[src/rtl/dma_desc_sched_if.sv]
// Descriptor push, streamer issue and completion signals between the DMA CSR
// block, the descriptor scheduler and the DMA streamer.
interface dma_desc_sched_if #(
    parameter int CHW     = 2,
    parameter int ADDR_W  = 32,
    parameter int BYTES_W = 32
);
    logic               push_valid;
    logic               push_ready;
    logic [CHW-1:0]     push_ch;
    logic [ADDR_W-1:0]  push_src;
    logic [ADDR_W-1:0]  push_dst;
    logic [BYTES_W-1:0] push_bytes;

    logic               issue_valid;
    logic               issue_ready;
    logic [CHW-1:0]     issue_ch;
    logic [ADDR_W-1:0]  issue_src;
    logic [ADDR_W-1:0]  issue_dst;
    logic [BYTES_W-1:0] issue_bytes;

    logic               done_valid;
    logic               done_err;

    // Scheduler view: accepts pushes, presents descriptors, receives completions.
    modport slave (
        input  push_valid, push_ch, push_src, push_dst, push_bytes,
        output push_ready,
        output issue_valid, issue_ch, issue_src, issue_dst, issue_bytes,
        input  issue_ready,
        input  done_valid, done_err
    );

    // CSR/streamer view: drives pushes, consumes descriptors, reports completions.
    modport master (
        output push_valid, push_ch, push_src, push_dst, push_bytes,
        input  push_ready,
        input  issue_valid, issue_ch, issue_src, issue_dst, issue_bytes,
        output issue_ready,
        output done_valid, done_err
    );
endinterface

[src/rtl/dma_desc_sched.sv]
// Multi-channel DMA descriptor scheduler: per-channel circular descriptor
// queues, round-robin issue of one descriptor at a time to the streamer, and
// per-channel busy / level / sticky done and error interrupt status.
module dma_desc_sched #(
    parameter int  NUM_CH     = 4,
    parameter int  DESC_DEPTH = 4,
    parameter int  ADDR_W     = 32,
    parameter int  BYTES_W    = 32,
    localparam int CHW        = $clog2(NUM_CH > 1 ? NUM_CH : 2),
    localparam int LVLW       = $clog2(DESC_DEPTH) + 1
) (
    input  logic                   clk,
    input  logic                   rst_n,
    dma_desc_sched_if.slave        bus,
    input  logic [NUM_CH-1:0]      ch_flush,
    output logic [NUM_CH-1:0]      ch_busy,
    output logic [NUM_CH*LVLW-1:0] ch_level,
    output logic [NUM_CH-1:0]      irq_done,
    output logic [NUM_CH-1:0]      irq_err,
    input  logic [NUM_CH-1:0]      irq_clr
);

    typedef enum logic [1:0] {
        ST_IDLE  = 2'd0,
        ST_ISSUE = 2'd1,
        ST_WAIT  = 2'd2
    } state_t;

    state_t             state_r;
    state_t             state_s;
    logic [CHW-1:0]     rr_ptr_r;
    logic [CHW-1:0]     rr_next_s;

    logic               issue_valid_r;
    logic [CHW-1:0]     issue_ch_r;
    logic [ADDR_W-1:0]  issue_src_r;
    logic [ADDR_W-1:0]  issue_dst_r;
    logic [BYTES_W-1:0] issue_bytes_r;

    logic               grant_found_s;
    logic [CHW-1:0]     grant_s;
    logic               grant_vld_s;
    logic               pop_s;
    logic [CHW:0]       cand_sum_s;
    logic [CHW-1:0]     cand_s;

    logic               push_ready_s;
    logic               push_fire_s;
    logic               push_zero_s;
    logic               push_q_s;
    logic               done_evt_s;

    logic [LVLW-1:0]    level_s      [NUM_CH];
    logic [ADDR_W-1:0]  head_src_s   [NUM_CH];
    logic [ADDR_W-1:0]  head_dst_s   [NUM_CH];
    logic [BYTES_W-1:0] head_bytes_s [NUM_CH];
    logic [NUM_CH-1:0]  eligible_s;
    logic [NUM_CH-1:0]  full_s;
    logic [NUM_CH-1:0]  done_set_s;
    logic [NUM_CH-1:0]  err_set_s;
    logic [(1<<CHW)-1:0] block_s;

    logic [NUM_CH-1:0]  irq_done_r;
    logic [NUM_CH-1:0]  irq_err_r;

    // Out-of-range channel codes are permanently blocked so push_ready can
    // index the full CHW-bit space directly.
    for (genvar g = 0; g < (1 << CHW); g++) begin : g_block
        if (g < NUM_CH) begin : g_real
            assign block_s[g] = full_s[g] | ch_flush[g];
        end else begin : g_pad
            assign block_s[g] = 1'b1;
        end
    end

    assign push_ready_s = ~block_s[bus.push_ch];
    assign push_fire_s  = bus.push_valid & push_ready_s;
    assign push_zero_s  = (bus.push_bytes == {BYTES_W{1'b0}});
    assign push_q_s     = push_fire_s & ~push_zero_s;
    assign done_evt_s   = (state_r == ST_WAIT) & bus.done_valid;

    for (genvar g = 0; g < NUM_CH; g++) begin : g_ch
        logic [LVLW-1:0]    wr_ptr_r;
        logic [LVLW-1:0]    rd_ptr_r;
        logic [ADDR_W-1:0]  src_mem_r   [DESC_DEPTH];
        logic [ADDR_W-1:0]  dst_mem_r   [DESC_DEPTH];
        logic [BYTES_W-1:0] bytes_mem_r [DESC_DEPTH];
        logic               is_issue_ch_s;
        logic               push_here_s;
        logic               pop_here_s;
        logic               keep_s;

        assign is_issue_ch_s = (issue_ch_r == CHW'(g));
        assign push_here_s   = push_q_s & (bus.push_ch == CHW'(g));
        assign pop_here_s    = pop_s & is_issue_ch_s;
        // The head currently presented to the streamer survives a flush.
        assign keep_s        = (state_r == ST_ISSUE) & is_issue_ch_s;

        // Queue pointers: flush collapses the queue to the presented head, pop advances the read side.
        always_ff @(posedge clk or negedge rst_n) begin
            if (!rst_n) begin
                wr_ptr_r <= {LVLW{1'b0}};
                rd_ptr_r <= {LVLW{1'b0}};
            end else begin
                if (ch_flush[g]) begin
                    wr_ptr_r <= rd_ptr_r + LVLW'(keep_s);
                end else if (push_here_s) begin
                    wr_ptr_r <= wr_ptr_r + LVLW'(1);
                end else begin
                    wr_ptr_r <= wr_ptr_r;
                end
                if (pop_here_s) begin
                    rd_ptr_r <= rd_ptr_r + LVLW'(1);
                end else begin
                    rd_ptr_r <= rd_ptr_r;
                end
            end
        end

        // Descriptor storage; contents are only meaningful between the pointers.
        always_ff @(posedge clk) begin
            if (push_here_s) begin
                src_mem_r[wr_ptr_r[LVLW-2:0]]   <= bus.push_src;
                dst_mem_r[wr_ptr_r[LVLW-2:0]]   <= bus.push_dst;
                bytes_mem_r[wr_ptr_r[LVLW-2:0]] <= bus.push_bytes;
            end
        end

        assign level_s[g]      = wr_ptr_r - rd_ptr_r;
        assign head_src_s[g]   = src_mem_r[rd_ptr_r[LVLW-2:0]];
        assign head_dst_s[g]   = dst_mem_r[rd_ptr_r[LVLW-2:0]];
        assign head_bytes_s[g] = bytes_mem_r[rd_ptr_r[LVLW-2:0]];
        assign full_s[g]       = (level_s[g] == LVLW'(DESC_DEPTH));
        // A channel being flushed this cycle is not granted, so a flush never
        // races with a fresh grant of the entry it discards.
        assign eligible_s[g]   = (level_s[g] != {LVLW{1'b0}}) & ~ch_flush[g];
        assign ch_level[g*LVLW +: LVLW] = level_s[g];
        assign ch_busy[g]      = (level_s[g] != {LVLW{1'b0}}) | ((state_r != ST_IDLE) & is_issue_ch_s);
        assign done_set_s[g]   = done_evt_s & ~bus.done_err & is_issue_ch_s & (level_s[g] == {LVLW{1'b0}});
        assign err_set_s[g]    = (done_evt_s & bus.done_err & is_issue_ch_s)
                               | (push_fire_s & push_zero_s & (bus.push_ch == CHW'(g)));
    end

    // Round-robin search: first eligible channel at or after the RR pointer, wrapping.
    always_comb begin
        grant_found_s = 1'b0;
        grant_s       = {CHW{1'b0}};
        cand_sum_s    = {(CHW+1){1'b0}};
        cand_s        = {CHW{1'b0}};
        for (int k = 0; k < NUM_CH; k++) begin
            cand_sum_s = {1'b0, rr_ptr_r} + (CHW+1)'(k);
            cand_s     = (cand_sum_s >= (CHW+1)'(NUM_CH)) ? CHW'(cand_sum_s - (CHW+1)'(NUM_CH))
                                                          : CHW'(cand_sum_s);
            if (!grant_found_s && eligible_s[cand_s]) begin
                grant_found_s = 1'b1;
                grant_s       = cand_s;
            end else begin
                grant_found_s = grant_found_s;
            end
        end
    end

    assign rr_next_s = (grant_s == CHW'(NUM_CH - 1)) ? {CHW{1'b0}} : (grant_s + CHW'(1));

    // FSM next state: grant in IDLE, pop on handshake in ISSUE, return on completion in WAIT.
    always_comb begin
        state_s     = state_r;
        grant_vld_s = 1'b0;
        pop_s       = 1'b0;
        case (state_r)
            ST_IDLE: begin
                if (grant_found_s) begin
                    grant_vld_s = 1'b1;
                    state_s     = ST_ISSUE;
                end else begin
                    state_s     = ST_IDLE;
                end
            end
            ST_ISSUE: begin
                if (bus.issue_ready) begin
                    pop_s   = 1'b1;
                    state_s = ST_WAIT;
                end else begin
                    state_s = ST_ISSUE;
                end
            end
            ST_WAIT: begin
                if (bus.done_valid) begin
                    state_s = ST_IDLE;
                end else begin
                    state_s = ST_WAIT;
                end
            end
            default: begin
                state_s = ST_IDLE;
            end
        endcase
    end

    // FSM state register.
    always_ff @(posedge clk or negedge rst_n) begin
        if (!rst_n) begin
            state_r <= ST_IDLE;
        end else begin
            state_r <= state_s;
        end
    end

    // Issue register: load the granted head, hold until handshake, advance RR pointer on grant.
    always_ff @(posedge clk or negedge rst_n) begin
        if (!rst_n) begin
            issue_valid_r <= 1'b0;
            issue_ch_r    <= {CHW{1'b0}};
            issue_src_r   <= {ADDR_W{1'b0}};
            issue_dst_r   <= {ADDR_W{1'b0}};
            issue_bytes_r <= {BYTES_W{1'b0}};
            rr_ptr_r      <= {CHW{1'b0}};
        end else if (grant_vld_s) begin
            issue_valid_r <= 1'b1;
            issue_ch_r    <= grant_s;
            issue_src_r   <= head_src_s[grant_s];
            issue_dst_r   <= head_dst_s[grant_s];
            issue_bytes_r <= head_bytes_s[grant_s];
            rr_ptr_r      <= rr_next_s;
        end else if (pop_s) begin
            issue_valid_r <= 1'b0;
        end else begin
            issue_valid_r <= issue_valid_r;
        end
    end

    // Sticky interrupts: a set in the same cycle as a clear wins.
    always_ff @(posedge clk or negedge rst_n) begin
        if (!rst_n) begin
            irq_done_r <= {NUM_CH{1'b0}};
            irq_err_r  <= {NUM_CH{1'b0}};
        end else begin
            irq_done_r <= (irq_done_r & ~irq_clr) | done_set_s;
            irq_err_r  <= (irq_err_r & ~irq_clr) | err_set_s;
        end
    end

    assign bus.push_ready  = push_ready_s;
    assign bus.issue_valid = issue_valid_r;
    assign bus.issue_ch    = issue_ch_r;
    assign bus.issue_src   = issue_src_r;
    assign bus.issue_dst   = issue_dst_r;
    assign bus.issue_bytes = issue_bytes_r;
    assign irq_done        = irq_done_r;
    assign irq_err         = irq_err_r;

endmodule

[src/flat_wrapper.sv]
// flat-port wrapper written by rule: the top's interface ports become plain ports
module dma_desc_sched_flat 
#(
    parameter int  NUM_CH     = 4,
    parameter int  DESC_DEPTH = 4,
    parameter int  ADDR_W     = 32,
    parameter int  BYTES_W    = 32,
    localparam int CHW        = $clog2(NUM_CH > 1 ? NUM_CH : 2),
    localparam int LVLW       = $clog2(DESC_DEPTH) + 1
)
  (clk, rst_n, ch_flush, ch_busy, ch_level, irq_done, irq_err, irq_clr, bus_push_valid, bus_push_ch, bus_push_src, bus_push_dst, bus_push_bytes, bus_push_ready, bus_issue_valid, bus_issue_ch, bus_issue_src, bus_issue_dst, bus_issue_bytes, bus_issue_ready, bus_done_valid, bus_done_err);
  dma_desc_sched_if #(.CHW(2), .ADDR_W(ADDR_W), .BYTES_W(BYTES_W)) bus_i ();
  input  logic clk;
  input  logic rst_n;
  input  logic [NUM_CH-1:0] ch_flush;
  output logic [NUM_CH-1:0] ch_busy;
  output logic [NUM_CH*LVLW-1:0] ch_level;
  output logic [NUM_CH-1:0] irq_done;
  output logic [NUM_CH-1:0] irq_err;
  input  logic [NUM_CH-1:0] irq_clr;
  input wire logic [$bits(bus_i.push_valid)-1:0] bus_push_valid;
  input wire logic [$bits(bus_i.push_ch)-1:0] bus_push_ch;
  input wire logic [$bits(bus_i.push_src)-1:0] bus_push_src;
  input wire logic [$bits(bus_i.push_dst)-1:0] bus_push_dst;
  input wire logic [$bits(bus_i.push_bytes)-1:0] bus_push_bytes;
  output wire logic [$bits(bus_i.push_ready)-1:0] bus_push_ready;
  output wire logic [$bits(bus_i.issue_valid)-1:0] bus_issue_valid;
  output wire logic [$bits(bus_i.issue_ch)-1:0] bus_issue_ch;
  output wire logic [$bits(bus_i.issue_src)-1:0] bus_issue_src;
  output wire logic [$bits(bus_i.issue_dst)-1:0] bus_issue_dst;
  output wire logic [$bits(bus_i.issue_bytes)-1:0] bus_issue_bytes;
  input wire logic [$bits(bus_i.issue_ready)-1:0] bus_issue_ready;
  input wire logic [$bits(bus_i.done_valid)-1:0] bus_done_valid;
  input wire logic [$bits(bus_i.done_err)-1:0] bus_done_err;
  assign bus_i.push_valid = bus_push_valid;
  assign bus_i.push_ch = bus_push_ch;
  assign bus_i.push_src = bus_push_src;
  assign bus_i.push_dst = bus_push_dst;
  assign bus_i.push_bytes = bus_push_bytes;
  assign bus_push_ready = bus_i.push_ready;
  assign bus_issue_valid = bus_i.issue_valid;
  assign bus_issue_ch = bus_i.issue_ch;
  assign bus_issue_src = bus_i.issue_src;
  assign bus_issue_dst = bus_i.issue_dst;
  assign bus_issue_bytes = bus_i.issue_bytes;
  assign bus_i.issue_ready = bus_issue_ready;
  assign bus_i.done_valid = bus_done_valid;
  assign bus_i.done_err = bus_done_err;
  dma_desc_sched #(.NUM_CH(NUM_CH), .DESC_DEPTH(DESC_DEPTH), .ADDR_W(ADDR_W), .BYTES_W(BYTES_W)) u_core (.clk(clk), .rst_n(rst_n), .bus(bus_i), .ch_flush(ch_flush), .ch_busy(ch_busy), .ch_level(ch_level), .irq_done(irq_done), .irq_err(irq_err), .irq_clr(irq_clr));
endmodule
[config.mk]
export PLATFORM = sky130hd
export DESIGN_NAME = dma_desc_sched_flat
export DESIGN_NICKNAME = d
export VERILOG_FILES = /design/src/rtl/dma_desc_sched_if.sv /design/src/rtl/dma_desc_sched.sv /design/src/flat_wrapper.sv
export SDC_FILE = /design/constraint.sdc
export NUM_CORES = 2
export LEC_CHECK = 0
export CAP_MARGIN = 30
export CORE_ASPECT_RATIO = 0.8
export CORE_MARGIN = 2
export CORE_UTILIZATION = 25
export DETAILED_ROUTE_END_ITERATION = 6
export PLACE_DENSITY_LB_ADDON = 0.2
export RECOVER_POWER = 25
export SKIP_LAST_GASP = 1
export SLEW_MARGIN = 20
export SYNTH_ARGS = -nofsm -noshare
export SYNTH_HDL_FRONTEND = slang
export SYNTH_SLANG_ARGS = --single-unit
[constraint.sdc]
create_clock -name clk -period 20 [get_ports clk]
set_input_delay 2 -clock clk [delete_from_list [all_inputs] [get_ports clk]]
set_output_delay 2 -clock clk [all_outputs]
set_load 0.01 [all_outputs]
==> flow_summary_export.csv <==
group,metric,value,unit
layout,drive_above_1_share,22.8,%
die,die_w,573,µm
routing,drt_pass1_iterations,7,
grt,grt_max_degree,101,
clock_network,clockBufferDepth,4,
routing,vias,32100,
timing,hold_viol_final,0,
timing,post-route-period-util,33.8,%
setup_path,cpPeakStageDelay,0.85,ns
timing,fin_setup_tns,0,ns
routing,viasPerCell,4.59,
layout,area.sequential,0.0495,mm²
run_status,status,"complete, but fails checks",
logic_synthesis,synth-edff-count,1536,
logic_synthesis,ys.flop_type,"edfxtp_1",
grt,grt_pass1_vias,33500,
hold_path,holdPathEnd,"u_core.irq_done[0]",
logic_synthesis,yosys.area_share.simple,1.34,%
routing,wl,193000,µm
routing,remaining_drc_errors,0,
power_and_ir_drop,power.total,11.3,mW
layout,nets,3534,
timing,fin_skew,0.0590,ns
routing,ant_nets,0,
setup_path,crit_chain,"clkdlybuf4s50_1, a311oi_1, a21oi_1, a21oi_1, clkdlybuf4s50_1",
logic_synthesis,synthAdderAreaFrac,0.760,%
logic_synthesis,synth_mux_area_share,14.9,%
die,rows,167,
clock_network,cts.sinks,1671,
clock_network,post-cts-setup-buffer-count,0,
clock_network,root_buffer,"clkbuf_16",
logic_synthesis,netlist_top_cells_area,"edfxtp_1 (71%), mux4_2 (13%), dfrtp_1 (5.2%), a211oi_1 (1.6%), mux2i_1 (1.5%)",
layout,area_delta_synth_final,19.2,%
routing,drt-wirelength-per-cell,27.7,µm
setup_path,reg2reg_slack,14.13,ns
setup_path,critical_path.max_fanout,9,
clock_network,clk-insertion-delay-late,0.82,ns
die,start_util,25.1,%
logic_synthesis,ys_seq_elements,1671,
logic_synthesis,syn_nets,3212,
clock_network,cts_buffers,179,
logic_synthesis,async_flop_share,8.08,%
logic_synthesis,avgSynthCellArea,21.2,µm²
hold_path,holdPathStages,2,
timing,rsz0062_at_grt,"no",
hold_path,hp-class,"flip-flop to flip-flop",
die,die_y,459,µm
setup_path,required,18.00,ns
layout,multi_input_area,0.0142,mm²
setup_path,cp-start-kind,"input pin",
timing,timing.fmax,148,MHz
routing,drt_first_iter_violations,3215,
setup_path,arrival,4.76,ns
logic_synthesis,synth_xor_area_share,0.380,%
place,dp_hpwl,109000,µm
setup_path,cp_top_family,"compound AO/OA/AOI/OAI gates",
hold_path,hp-start,"u_core.irq_done[0]",
grt,antenna_found_initial,41,
timing,setup_viol,0,
job,maxCapViolations,1,
timing,relSlewSlack,-222,%
die,core-area,0.258,mm²
logic_synthesis,synth_compound_area_share,4.25,%
power_and_ir_drop,ir_worst_vdd,0.000106,V
setup_path,r2r_cells,11,
run_status,violations,"max-capacitance violations, max-slew violations",
setup_path,crit_slowest_cell,"a21oi_1",
die,dieArea,0.263,mm²
logic_synthesis,yosysUniqueCellTypes,59,
logic_synthesis,synth_top_family_by_area,"multiplexers",
timing,finalMaxSlewViolations,57,
setup_path,cp.buffers_inverters,2,
grt,grt_use_total,14.4,%
clock_network,clkSlewWorstSetupHoldPaths,0.06,ns
setup_path,endpoint_kind,"output pin",
logic_synthesis,seq_area_frac_synth,76.4,%
timing,worstMarginPinSlew,4.83,ns
clock_network,cts_tree,"yes",
logic_synthesis,netlist.area_leader.share,71.1,%
power_and_ir_drop,power.density,146,mW/mm²
setup_path,r2r-start,"u_core.g_ch[0].rd_ptr_r[0]",
grt,grt_pass1_wl,271000,µm
layout,fillers,25200,
grt,grt-ovfl-total,0,
timing,fin_crit,6.76,ns
logic_synthesis,syn_inst,3063,
clock_network,htreeDepth,4,
logic_synthesis,yosysTopAreaCell,"edfxtp_1",
clock_network,ctsResizeCount,0,
place,place_congestion,0.711,
setup_path,r2r_end,"u_core.bus.issue_src[31]",
logic_synthesis,synth_area,0.0648,mm²
power_and_ir_drop,leakage,24.3,nW
die,ios,236,
setup_path,crit_type,"input pin to output pin",
layout,final_cell_mix,"edfxtp_1 (1536), mux4_2 (384), clkbuf_16 (181)",
logic_synthesis,synth_warnings,0,
place,port_buffers,235,
clock_network,ctsHoldBuffers,0,
layout,final_common_cell,"edfxtp_1",
timing,worst_hold_slack,0.498,ns
[worst max-delay path by stage]
stage	startpoint	end	slack (ns)	cells after the start
6_report	bus_push_ch[1]	bus_push_ready	13.24	5
3_5_place_dp	bus_push_bytes[1]	u_core.g_ch[0].bytes_mem_r[3][25]	13.09	8
4_1_cts	u_core.g_ch[1].rd_ptr_r[0]	bus_push_ready	13.32	7
5_1_grt	rst_n	u_core.g_ch[0].rd_ptr_r[0]	12.83	3
2_1_floorplan	bus_push_ch[1]	u_core.g_ch[1].bytes_mem_r[3][0]	7.34	4
3_3_place_gp	bus_push_bytes[1]	u_core.g_ch[3].bytes_mem_r[2][5]	13.01	8
[registers in the layout, indices dropped and copies added, names as in the netlist]
signal / cells
u_core.bus.issue_valid: 1
u_core.state_r: 2
u_core.g_ch.rd_ptr_r: 12
u_core.g_ch.wr_ptr_r: 12
u_core.bus.issue_ch: 2
u_core.irq_err: 4
u_core.irq_done: 4
u_core.g_ch.bytes_mem_r: 512
u_core.g_ch.dst_mem_r: 512
u_core.g_ch.src_mem_r: 512
u_core.bus.issue_dst: 32
u_core.bus.issue_src: 32
u_core.bus.issue_bytes: 32
u_core.rr_ptr_r: 2
[worst reg2reg max path: stages (launching register included)]
cell	delay, ns
dfrtp_4	0.67
ha_1	0.31
fa_1	0.69
nand2_1	0.22
o21ai_1	0.31
a2bb2oi_4	0.18
buf_12	0.57
and3_4	0.98
buf_4	0.71
buf_4	0.63
mux2i_1	0.18
a211oi_1	0.30
[metrics by stage]
stage | setup slack (ns) | instance area, µm² | util [%] | instances
2_1_floorplan | 7.34 | 64800 | - | 3063
3_3_place_gp | 13.01 | 71500 | 27.7 | 6656
3_5_place_dp | 13.09 | 71700 | 27.7 | 6666
4_1_cts | 13.32 | 77200 | 29.9 | 6982
5_1_grt | 12.83 | 77200 | 29.9 | 6985
6_report | 13.24 | 77200 | 29.9 | 6989
[layout make-up]
cell class              count  share of cell area [%]
clock buffers             247                    6.35
well taps                3464                    5.61
inverters                 128                   0.622
flip-flops and latches   1671                    64.1
diodes                      5                  0.0162
multi-input cells        1087                    18.3
clock inverters            69                   0.794
repair buffers            318                    4.13
[kinds of logic (layout without fill, tap and decap cells)]
logic type	after synthesis	count (layout)
compound gates	344	344
xor+xnor	21	21
fa+ha+maj	37	37
buf+inv	305	762
flops	1671	1671
mux	486	486
other cells	0	5
simple gates	199	199
[Yosys cell counts (all sizes together), types with 5 or more instances]
library cell	n
edfxtp	1536
mux4	384
a211oi	195
dfrtp	135
inv	128
nor2	123
clkbuf	121
a31oi	99
mux2i	98
buf	56
ha	33
nand2	28
o21ai	18
nand2b	12
nor4	10
xnor2	10
xor2	7
and2	6
nor3	6
o41ai	5
[report_power, final]
part / internal, mW / total, mW / switching [mW]
Sequential: 4.06 / 4.36 / 0.301
Combinational: 1.51 / 3.72 / 2.21
Clock: 1.84 / 3.20 / 1.36
[routing by layer]
layer / share of wire [%] / track usage [%]
met2: 45 / 22.2
met3: 6.2 / 3.21
met5: 0.079 / 0
met1: 47 / 21.0
met4: 1.7 / 2.64
No activity file was read; power rests on OpenSTA's default activity.
